### src/rtl/alarm_ctrl.sv
// Purpose: alarm-clock sequencer (idle / ringing / snoozed) driven by a 1 Hz tick.
// Latency: one slowclk edge from sampled inputs to registered outputs.
// Backpressure: none; level inputs are sampled on every slowclk rising edge.
//
// Ports:
//   slowclk      1 Hz tick, rising edge active
//   reset        asynchronous, active-high
//   H_NOW/M_NOW/S_NOW  current time of day (hh 0..23, mm 0..59, ss 0..59)
//   AL_H/AL_M    alarm time; out-of-range values never match
//   arm          level, 1 = alarm enabled; 0 forces IDLE
//   stop         level, cancels the current alarm event
//   snooze       level, requests a snooze while ringing
//   RING         registered, high while RINGING
//   ALM_STATE    registered state code: IDLE=00, RINGING=01, SNOOZED=10
//   SNOOZE_LEFT  registered, snoozes still permitted in the current event
//
// Build option: define ALARM_SNOOZE_EN to enable the SNOOZED state and the
// snooze input. Without it snooze is ignored and SNOOZE_LEFT reads 0.
module alarm_ctrl #(
  parameter int RING_SECS   = 60,
  parameter int SNOOZE_SECS = 300,
  parameter int SNOOZE_MAX  = 3
) (
  input  logic       slowclk,
  input  logic       reset,
  input  logic [4:0] H_NOW,
  input  logic [5:0] M_NOW,
  input  logic [5:0] S_NOW,
  input  logic [4:0] AL_H,
  input  logic [5:0] AL_M,
  input  logic       arm,
  input  logic       stop,
  input  logic       snooze,
  output logic       RING,
  output logic [1:0] ALM_STATE,
  output logic [1:0] SNOOZE_LEFT
);

  typedef enum logic [1:0] {
    ST_IDLE    = 2'b00,
    ST_RINGING = 2'b01,
    ST_SNOOZED = 2'b10
  } state_t;

  // Counters are loaded with N-1 so that the state lasts exactly N edges.
  localparam logic [8:0] RING_LOAD   = 9'(RING_SECS - 1);
  localparam logic [8:0] SNOOZE_LOAD = 9'(SNOOZE_SECS - 1);
  localparam logic [1:0] SNZ_FULL    = 2'(SNOOZE_MAX);

  state_t     state, state_nxt;
  logic [8:0] cnt, cnt_nxt;
  logic       ring_q;
  logic       match;

  // Out-of-range alarm settings are excluded explicitly so they can never
  // alias onto a legal time.
  assign match = (AL_H <= 5'd23) && (AL_M <= 6'd59) &&
                 (H_NOW == AL_H) && (M_NOW == AL_M) && (S_NOW == 6'd0);

`ifdef ALARM_SNOOZE_EN
  logic [1:0] left, left_nxt;
`endif

  always_comb begin
    state_nxt = state;
    cnt_nxt   = cnt;
`ifdef ALARM_SNOOZE_EN
    left_nxt  = left;
`endif
    if (!arm) begin
      state_nxt = ST_IDLE;
      cnt_nxt   = 9'd0;
`ifdef ALARM_SNOOZE_EN
      left_nxt  = SNZ_FULL;
`endif
    end else begin
      case (state)
        ST_IDLE: begin
          // stop held across hh:mm:00 suppresses this alarm event entirely
          if (!stop && match) begin
            state_nxt = ST_RINGING;
            cnt_nxt   = RING_LOAD;
`ifdef ALARM_SNOOZE_EN
            left_nxt  = SNZ_FULL;
`endif
          end
        end
        ST_RINGING: begin
          if (stop) begin
            state_nxt = ST_IDLE;
            cnt_nxt   = 9'd0;
`ifdef ALARM_SNOOZE_EN
            left_nxt  = SNZ_FULL;
          end else if (snooze && (left != 2'd0)) begin
            state_nxt = ST_SNOOZED;
            cnt_nxt   = SNOOZE_LOAD;
            left_nxt  = left - 2'd1;
`endif
          end else if (cnt == 9'd0) begin
            // auto-off; match is ignored here so no immediate re-trigger
            state_nxt = ST_IDLE;
`ifdef ALARM_SNOOZE_EN
            left_nxt  = SNZ_FULL;
`endif
          end else begin
            cnt_nxt = cnt - 9'd1;
          end
        end
`ifdef ALARM_SNOOZE_EN
        ST_SNOOZED: begin
          // a held snooze level is ignored here, so it costs at most one
          // snooze per entry into RINGING
          if (stop) begin
            state_nxt = ST_IDLE;
            cnt_nxt   = 9'd0;
            left_nxt  = SNZ_FULL;
          end else if (cnt == 9'd0) begin
            state_nxt = ST_RINGING;
            cnt_nxt   = RING_LOAD;
          end else begin
            cnt_nxt = cnt - 9'd1;
          end
        end
`endif
        default: begin
          state_nxt = ST_IDLE;
          cnt_nxt   = 9'd0;
        end
      endcase
    end
  end

  always_ff @(posedge slowclk or posedge reset) begin
    if (reset) begin
      state  <= ST_IDLE;
      cnt    <= 9'd0;
      ring_q <= 1'b0;
    end else begin
      state  <= state_nxt;
      cnt    <= cnt_nxt;
      ring_q <= (state_nxt == ST_RINGING);
    end
  end

  assign RING      = ring_q;
  assign ALM_STATE = state;

`ifdef ALARM_SNOOZE_EN
  always_ff @(posedge slowclk or posedge reset) begin
    if (reset) begin
      left <= SNZ_FULL;
    end else begin
      left <= left_nxt;
    end
  end

  assign SNOOZE_LEFT = left;
`else
  logic unused_snooze;
  assign unused_snooze = ^{snooze, SNOOZE_LOAD, SNZ_FULL};
  assign SNOOZE_LEFT   = 2'd0;
`endif

endmodule

### config.mk
export PLATFORM = sky130hd
export DESIGN_NAME = alarm_ctrl
export DESIGN_NICKNAME = d
export VERILOG_FILES = /design/src/rtl/alarm_ctrl.sv
export SDC_FILE = /design/constraint.sdc
export NUM_CORES = 1
export LEC_CHECK = 0
export CAP_MARGIN = 20
export CORE_MARGIN = 2
export CORE_UTILIZATION = 40
export DETAILED_ROUTE_END_ITERATION = 8
export GPL_TIMING_DRIVEN = 0
export PLACE_DENSITY = 0.75
export SLEW_MARGIN = 20
export SYNTH_ARGS = -nofsm -noshare
export SYNTH_HDL_FRONTEND = slang
export SYNTH_SLANG_ARGS = --single-unit
### constraint.sdc
create_clock -name slowclk -period 1.8 [get_ports slowclk]
set_input_delay 0.36 -clock slowclk [delete_from_list [all_inputs] [get_ports slowclk]]
set_output_delay 0.36 -clock slowclk [all_outputs]
set_load 0.01 [all_outputs]
==> results of run 1 <==
[worst max-delay path, cell delays in order (launching register included)]
cell,delay (ps)
dfrtp_1,410
inv_1,130
ha_4,170
or4b_4,480
nor3_2,190
nand3b_1,100
o21a_1,110
o21ai_2,50
[cells in the mapped netlist (2+ instances only)]
library cell and n:
dfrtp_1 12, nand2_1 7, o21ai_0 6, xor2_1 6, inv_1 5, xnor2_1 5
nor2_1 4, a21oi_1 3, mux2i_1 3, nand3_1 3, o311a_1 3, a22o_1 2
and2_1 2, buf_4 2, nand3b_1 2, nor3_2 2, nor4_1 2
[kinds of logic after synthesis]
| family | share of synthesized area |
|---|---|
| flip-flops | 0.320 |
| multiplexers | 0.0320 |
| buffers and inverters | 0.0481 |
| adder cells (fa/ha/maj) | 0.0133 |
| other | 0.00400 |
| AO/OA/AOI/OAI | 0.192 |
| AND/OR/NAND/NOR | 0.287 |
| XOR/XNOR | 0.103 |
[metrics by stage]
step / hold slack (ps) / instance area [um2]
floorplan: 225 / 945
global placement: 568 / 1320
detailed placement: 573 / 1320
CTS: 406 / 1370
global route: 423 / 1400
finish: 382 / 1400
[layer usage]
metal	share of wire	vias to the layer above	track usage	wire length [um]
met3	0.055	4	0.0229	116
met4	0.018	0	0.0641	38
met1	0.42	402	0.217	888
met5	0	-	0	0
li1	-	430	-	-
met2	0.50	35	0.296	1050
[registers in the layout (all words and copies together) (netlist names)]
| signal | count |
|---|---|
| ALM_STATE | 2 |
| RING | 1 |
| cnt | 9 |
[power by group through the flow]
stage / Sequential [mW] / Combinational [mW] / Clock, mW
final: 0.296 / 0.221 / 0.224
after global routing: 0.297 / 0.243 / 0.243
after CTS: 0.296 / 0.209 / 0.222
after detailed placement: 0.301 / 0.201 / 0
after global placement: 0.300 / 0.196 / 0
after floorplan: 0.299 / 0.107 / 0
[cell usage in the layout, fill, tap and decap left out, drive strengths merged, types with 4 or more instances in the layout]
cell / netlist / final
clkbuf: 0 / 4
clkdlybuf4s50: 0 / 34
nand3: 4 / 4
nor2: 5 / 5
xor2: 6 / 6
xnor2: 5 / 5
buf: 3 / 7
inv: 5 / 5
dfrtp: 12 / 12
o21ai: 7 / 7
nand2: 7 / 7
[how the worst max path moves through the flow]
stage | from | end | slack [ps]
6_report | cnt[0]$_DFFE_PP0P_ | cnt[6]$_DFFE_PP0P_ | 100
3_3_place_gp | arm | cnt[1]$_DFFE_PP0P_ | -230
4_1_cts | cnt[0]$_DFFE_PP0P_ | cnt[1]$_DFFE_PP0P_ | 30
3_5_place_dp | stop | cnt[1]$_DFFE_PP0P_ | -240
5_1_grt | cnt[0]$_DFFE_PP0P_ | cnt[1]$_DFFE_PP0P_ | -30
2_1_floorplan | cnt[0]$_DFFE_PP0P_ | cnt[6]$_DFFE_PP0P_ | 180
[layout make-up]
| cell class | count | area, um2 | area share |
|---|---|---|---|
| multi-input cells | 76 | 612 | 0.437 |
| repair buffers | 38 | 370 | 0.265 |
| flip-flops and latches | 12 | 300 | 0.215 |
| clock buffers | 4 | 36.3 | 0.0259 |
| well taps | 28 | 35.0 | 0.0250 |
| plain buffers | 3 | 26.3 | 0.0188 |
| inverters | 5 | 18.8 | 0.0134 |
[repair_timing]
| item | in CTS | in global routing |
|---|---|---|
| setup endpoints to repair | 1 | 5 |
| pin swaps | 0 | 1 |
| buffers inserted | 2 | 2 |
| resized for setup | 0 | 3 |
==> flow_summary.json, run 1 <==
{
  "rr_startpoint": "cnt[0]$_DFFE_PP0P_",
  "cts-buffers-inserted": 3,
  "overflow": 0,
  "fin_skew_ps": 1.62,
  "die-area_um2": 2750,
  "cts-hold-fix-buffers": 0,
  "start_util": 0.424,
  "syn_inst": 94,
  "final_cells": 166,
  "grt_pass1_wl_mm": 3.50,
  "cp-start-kind": "flop",
  "cts_tree": "done",
  "grt_pass1_vias": 837,
  "fin_util": 0.632,
  "synth_seq_cells": 12,
  "grtUsageTotal": 0.172,
  "port_buffers": 34,
  "synth_flop_cell": "dfrtp_1",
  "synth_top_area_frac": 0.320,
  "clock_tree.buffer_depth": 2,
  "drv_slew": 0,
  "drtPass1Iterations": 4,
  "yosys_warnings": 0,
  "vdd_drop_max_uv": 269,
  "yosysSeqAreaShare": 0.320,
  "cp.arrival_ps": 1920,
  "core-area_um2": 2210,
  "ys_types": 42,
  "min_period_ps": 1700,
  "clkSinkCount": 12,
  "wl_per_cell_um": 12.6,
  "drt-total-wl_mm": 2.09,
  "syn_avg_cell_area_um2": 9.97,
  "placedCellCount": 158,
  "r2r_end": "cnt[6]$_DFFE_PP0P_",
  "io_pins": 38,
  "status": "complete, no violations",
  "finalSetupViolCount": 0,
  "post-dp-hpwl_mm": 1.66,
  "synth_edf_count": 0,
  "nets": 173,
  "die_w_um": 52.4,
  "fillCellCount": 216,
  "synth_top_area_cell": "dfrtp_1",
  "seq_power_share": 0.399,
  "vias_per_cell": 5.25,
  "cts_root_buf": "clkbuf_4",
  "num_vias": 871,
  "cts.htree.levels": 1,
  "antenna_left": 0,
  "rr_worst_depth": 7,
  "worst_slack_ps": 97.9,
  "powerDensity_nw_per_um2": 529,
  "rows": 17,
  "final-hold-violation-count": 0,
  "required_ps": 2020,
  "syn-cell-area_um2": 937,
  "area_growth_pct": 49.3,
  "synth-async-reset-ratio": 1.00,
  "p_clk_frac": 0.303,
  "period_share": 0.946,
  "r2r_slack_ps": 100,
  "drive_gt1_frac": 0.188,
  "max_freq_mhz": 588,
  "netSwitchingPower_mw": 0.201,
  "cts.clk_slew.worst_paths_ps": 80,
  "power_mw": 0.741,
  "antenna_found_initial": 0,
  "gp_congestion": 0.693,
  "drtIter0Drc": 16,
  "max_cap_violations": 0,
  "diodes": 0,
  "comb_power_share": 0.298,
  "worstSetupEndpointType": "flop",
  "worst_hold_path_type": "primary input to async pin",
  "p_sw_frac": 0.271,
  "pre_cts_slack_ps": -240,
  "internal_power_mw": 0.540,
  "die_y_um": 52.4,
  "ys_top_cells_by_area": "dfrtp_1, xor2_1, xnor2_1, mux2i_1, o21ai_0",
  "setup-tns-final_ps": 0,
  "worstSkewPairLatency_ps": 280,
  "drc_errors": 0,
  "critical_path_peak_fanout": 5,
  "path_class": "flop to flop",
  "p_leak_nw": 0.590,
  "grt_max_degree": 13
}
(Power assumes the default switching activity.)
==> run 2, diff against run 1 <==
SLEW_MARGIN = 25   (was 20)
==> results of run 2 <==
Same layout as run 1: the final DEF is identical, and so are final timing and power.
==> run 3, diff against run 2 <==
CAP_MARGIN = 25   (was 20)
CORE_UTILIZATION = 42   (was 40)
PLACE_DENSITY = 0.78   (was 0.75)
==> run 3 against run 2 <==
Cell area is 2.1% higher. Highest routed layer unchanged. Sequential power hardly changed. Largest cell class unchanged. Critical path depth is 2 lower.
==> flow_summary.json, run 3 (synthesis results as in run 1) <==
{
  "wl_per_cell_um": 12.9,
  "drv_slew": 0,
  "grtUsageTotal": 0.174,
  "finalSetupViolCount": 0,
  "num_vias": 896,
  "drtIter0Drc": 9,
  "final-hold-violation-count": 0,
  "cts-buffers-inserted": 3,
  "vdd_drop_max_uv": 317,
  "antenna_found_initial": 0,
  "worst_hold_path_type": "primary input to async pin",
  "drtPass1Iterations": 4,
  "mostFrequentLayoutCells": "clkdlybuf4s50_1, dfrtp_1, buf_4",
  "start_util": 0.432,
  "max_freq_mhz": 570,
  "io_pins": 38,
  "critical_path_peak_fanout": 5,
  "p_leak_nw": 0.607,
  "required_ps": 1940,
  "period_share": 0.975,
  "p_sw_frac": 0.266,
  "internal_power_mw": 0.537,
  "clkSinkCount": 12,
  "drc_errors": 0,
  "clock_tree.buffer_depth": 2,
  "drive_gt1_frac": 0.199,
  "area_growth_pct": 52.3,
  "min_period_ps": 1750,
  "post-dp-hpwl_mm": 1.71,
  "netSwitchingPower_mw": 0.194,
  "cp.arrival_ps": 1890,
  "antenna_left": 0,
  "nets": 176,
  "grt_pass1_vias": 863,
  "p_clk_frac": 0.294,
  "comb_power_share": 0.302,
  "status": "complete, no violations",
  "rsz0062_at_grt": "no",
  "cts-hold-fix-buffers": 0,
  "finish.instance_area_um2": 1430,
  "layout_commonest_cell": "clkdlybuf4s50_1",
  "die-area_um2": 2630,
  "port_buffers": 34,
  "placed_cell_area_um2": 1320,
  "grt_pass1_wl_mm": 3.53,
  "largest_register": "cnt",
  "cts_root_buf": "clkbuf_4",
  "worstSetupEndpointType": "flop",
  "cts.htree.levels": 1,
  "die_w_um": 51.2,
  "fin_skew_ps": 6.41,
  "path_class": "flop to flop",
  "core-area_um2": 2170,
  "powerDensity_nw_per_um2": 512,
  "cts_tree": "done",
  "grt_max_degree": 13,
  "seq_power_share": 0.404,
  "diodes": 0,
  "cts.clk_slew.worst_paths_ps": 90,
  "cp-start-kind": "flop",
  "fillCellCount": 188,
  "die_y_um": 51.2,
  "largest_reg_flops": 9,
  "setup-tns-final_ps": 0,
  "vias_per_cell": 5.30,
  "max_cap_violations": 0,
  "gp_congestion": 0.839,
  "rows": 17,
  "worstSkewPairLatency_ps": 270,
  "drt-total-wl_mm": 2.18,
  "overflow": 0
}
==> run 3: cell type report <==
| class | instances | area (um2) | area share |
|---|---|---|---|
| well taps | 28 | 35.0 | 0.0245 |
| clock buffers | 4 | 36.3 | 0.0254 |
| plain buffers | 3 | 26.3 | 0.0184 |
| multi-input cells | 76 | 618 | 0.433 |
| repair buffers | 41 | 393 | 0.275 |
| flip-flops and latches | 12 | 300 | 0.210 |
| inverters | 5 | 18.8 | 0.0131 |
==> run 3: per-stage QoR <==
stage	std cells	util	power [mW]	setup slack, ps	hold slack (ps)
2_1_floorplan	96	-	0.405	183	225
3_3_place_gp	158	0.608	0.494	-200	573
3_5_place_dp	158	0.608	0.502	-236	574
4_1_cts	164	0.632	0.722	-0.508	417
5_1_grt	169	0.658	0.769	2.53	457
6_report	169	0.658	0.731	45.8	392
==> run 3: power by group through the flow <==
stage	Combinational, mW	Clock (mW)	Sequential [mW]
CTS	0.210	0.216	0.295
global placement	0.194	0	0.300
floorplan	0.107	0	0.299
global route	0.241	0.231	0.297
finish	0.221	0.215	0.296
detailed placement	0.201	0	0.301
==> run 3: repair_timing <==
item / in CTS / in global routing
gates resized for setup: 0 / 3
setup endpoints to repair: 2 / 3
pin swaps: 0 / 4
buffers inserted: 2 / 5
cloned: 0 / 0
==> run 3: critical path: stages (launching register included) <==
cell,delay [ps]
dfrtp_1,410
inv_1,120
ha_4,160
or4b_4,490
o41ai_1,320
o22ai_1,130
==> run 3: layer usage <==
| layer | global-route usage | wire (um) | vias to the layer above |
|---|---|---|---|
| met5 | 0 | 0 | - |
| met4 | 0.0482 | 37 | 0 |
| met3 | 0.0234 | 123 | 4 |
| met2 | 0.320 | 1080 | 38 |
| met1 | 0.209 | 932 | 418 |
| li1 | - | - | 436 |
==> run 3: path summary, 6_finish.rpt <==
| check | from | end | slack [ps] | cells past startpoint |
|---|---|---|---|---|
| hold / removal | reset | cnt[1]$_DFFE_PP0P_ | 390 | 2 |
| min in group slowclk | cnt[0]$_DFFE_PP0P_ | cnt[0]$_DFFE_PP0P_ | 600 | 2 |
| setup reg to reg | cnt[1]$_DFFE_PP0P_ | cnt[8]$_DFFE_PP0P_ | 50 | 5 |
| hold reg to reg | cnt[0]$_DFFE_PP0P_ | cnt[0]$_DFFE_PP0P_ | 600 | 2 |
| setup / recovery | cnt[1]$_DFFE_PP0P_ | cnt[8]$_DFFE_PP0P_ | 50 | 5 |
| max in group asynchronous | reset | cnt[7]$_DFFE_PP0P_ | 1090 | 2 |
==> RTL edit, RTL diff (config.mk and constraints of run 1) <==
Register the inputs `H_NOW`, `M_NOW`, `S_NOW`, `AL_H`, `AL_M` and `arm` before use. The logic sees them one clock later. The other inputs are not delayed to match.
--- a/src/rtl/alarm_ctrl.sv
+++ b/src/rtl/alarm_ctrl.sv
@@ -47,6 +47,22 @@
   localparam logic [8:0] SNOOZE_LOAD = 9'(SNOOZE_SECS - 1);
   localparam logic [1:0] SNZ_FULL    = 2'(SNOOZE_MAX);
 
+  logic [4:0] H_NOW_q;
+  logic [5:0] M_NOW_q;
+  logic [5:0] S_NOW_q;
+  logic [4:0] AL_H_q;
+  logic [5:0] AL_M_q;
+  logic arm_q;
+
+  always_ff @(posedge slowclk) begin
+    H_NOW_q <= H_NOW;
+    M_NOW_q <= M_NOW;
+    S_NOW_q <= S_NOW;
+    AL_H_q  <= AL_H;
+    AL_M_q  <= AL_M;
+    arm_q   <= arm;
+  end
+
   state_t     state, state_nxt;
   logic [8:0] cnt, cnt_nxt;
   logic       ring_q;
@@ -54,8 +70,8 @@
 
   // Out-of-range alarm settings are excluded explicitly so they can never
   // alias onto a legal time.
-  assign match = (AL_H <= 5'd23) && (AL_M <= 6'd59) &&
-                 (H_NOW == AL_H) && (M_NOW == AL_M) && (S_NOW == 6'd0);
+  assign match = (AL_H_q <= 5'd23) && (AL_M_q <= 6'd59) &&
+                 (H_NOW_q == AL_H_q) && (M_NOW_q == AL_M_q) && (S_NOW_q == 6'd0);
 
 `ifdef ALARM_SNOOZE_EN
   logic [1:0] left, left_nxt;
@@ -67,7 +83,7 @@
 `ifdef ALARM_SNOOZE_EN
     left_nxt  = left;
 `endif
-    if (!arm) begin
+    if (!arm_q) begin
       state_nxt = ST_IDLE;
       cnt_nxt   = 9'd0;
 `ifdef ALARM_SNOOZE_EN
Behaviour: not the same (a bounded check fails within 4 cycles, from zero or initial values and one cycle with reset high).
==> RTL edit against run 1 <==
Via count grew 16%. Sequential cell count grew 29. Area after synthesis increased by 53%. Final cell count is 29% higher. First-iteration DRC count is 56% higher. Worst setup slack improved by 20 ps. Power rose by 120%. Wire length increased by 16%. Clock skew increased by 2.6 ps. Design area up 36%. Critical endpoint is now ALM_STATE[0]. Highest routed layer unchanged.
==> RTL edit: results (changes against run 1) <==
outcome:
  status: "finished, final reports clean"
clocking:
  insertion_delay_ps: 330  # +50 ps
  cts_buffers: 5  # +2
  path_clk_slew_ps: 110  # +30 ps
  cts_htree_levels: 2  # +1
critical_path:
  arrival_ps: 1320  # -600 ps
  setup.worst_path.start: "ALM_STATE[0]"
  slowest_stage: "clkdlybuf4s50_1"
  critPathMaxStageDelay_ps: 560  # +80 ps
  crit_path_end: "ALM_STATE[0]"
sta:
  fin_ws_ps: 118  # +19.9 ps
  fin_worst_skew_ps: 4.26  # +2.64 ps
finish:
  nets: 201  # +16%
  drive_gt1_share_pct: 8.93  # -9.9 points
  fill_cells: 288  # +33%
detailed_routing:
  vias: 1011  # +16%
  detail_route.iter0.violations: 25  # +9
  wl_mm: 2.43  # +16%
grt:
  grt_max_degree: 14  # +1
  grt_util_all_layers_pct: 13.0  # -4.2 points
  grt_pass1_wl_mm: 4.08  # +17%
placed_design:
  dpl.hpwl_mm: 1.94  # +16%
  globalplace.congestion: 0.788  # +14%
power_and_ir_drop:
  leakagePower_nw: 0.793  # +34%
  switching_share_pct: 23.4  # -3.7 points
logic_synthesis:
  ys_dominant_reg_cell: "dfxtp_1"
  seq_area_frac_synth_pct: 61.6  # +30 points
  synthTopCellsByCount: "dfxtp_1 (29), dfrtp_1 (12), inv_1 (8)"
RTL edit: changes by cell type after synthesis, sizes merged, moves of 2 or more:
cell / change
mux2i: -2
a21oi: +4
nor3: +4
inv: +3
o311a: -2
nor2: -3
a21boi: -2
dfxtp: +29
RTL edit: cells by family (layout without fill, tap and decap cells):
family,after synthesis,after routing,share of synthesized area (%)
buffers and inverters,10,52,3.15
AND/OR/NAND/NOR,35,35,14.2
XOR/XNOR,12,12,7.35
adder cells (fa/ha/maj),1,1,0.875
other,1,3,0.262
flip-flops,41,41,61.6
AO/OA/AOI/OAI,23,23,11.9
multiplexers,1,1,0.700
RTL edit: per-stage QoR:
step	total power, mW	TNS, ps	cells	area, µm²
2_1_floorplan	1.09	0	126	1440
3_3_place_gp	1.18	-393	206	1840
3_5_place_dp	1.18	-699	206	1840
4_1_cts	1.62	0	214	1890
5_1_grt	1.69	-2.57	214	1900
6_report	1.59	0	214	1900
RTL edit: repair_timing:
action,4_1_cts,5_1_grt
gates resized for setup,1,1
hold buffers,0,0
endpoints found under the setup margin,1,1
buffers inserted,0,0
RTL edit: per-layer routing:
layer	part of all wire (%)	vias to the layer above	global-route usage [%]
li1	-	512	-
met1	41	466	13.6
met4	0.58	0	5.71
met2	53	31	23.0
met3	5.7	2	4.93
met5	0	-	0
RTL edit: cell type report:
cell class / instances / share of cell area (%)
clock inverters: 2 / 0.657
clock buffers: 6 / 2.17
flip-flops and latches: 41 / 46.3
plain buffers: 2 / 0.789
well taps: 46 / 3.02
inverters: 8 / 1.58
multi-input cells: 75 / 27.6
repair buffers: 34 / 17.9
RTL edit: worst min-delay path by stage:
stage | from | end | slack (ps) | cells past startpoint
floorplan | reset | ALM_STATE[0] | 220 | 1
global placement | cnt[8] | cnt[8] | 500 | 1
detailed placement | cnt[8] | cnt[8] | 510 | 1
CTS | reset | cnt[5] | 320 | 2
global route | reset | cnt[5] | 350 | 2
finish | reset | cnt[5] | 320 | 2
RTL edit: power groups by stage:
stage | sequential [mW] | clock [mW] | combinational [mW]
after global routing | 0.987 | 0.497 | 0.202
after CTS | 0.981 | 0.451 | 0.183
after detailed placement | 1.00 | 0 | 0.181
after global placement | 0.999 | 0 | 0.176
after floorplan | 0.996 | 0 | 0.0954
final | 0.982 | 0.428 | 0.184
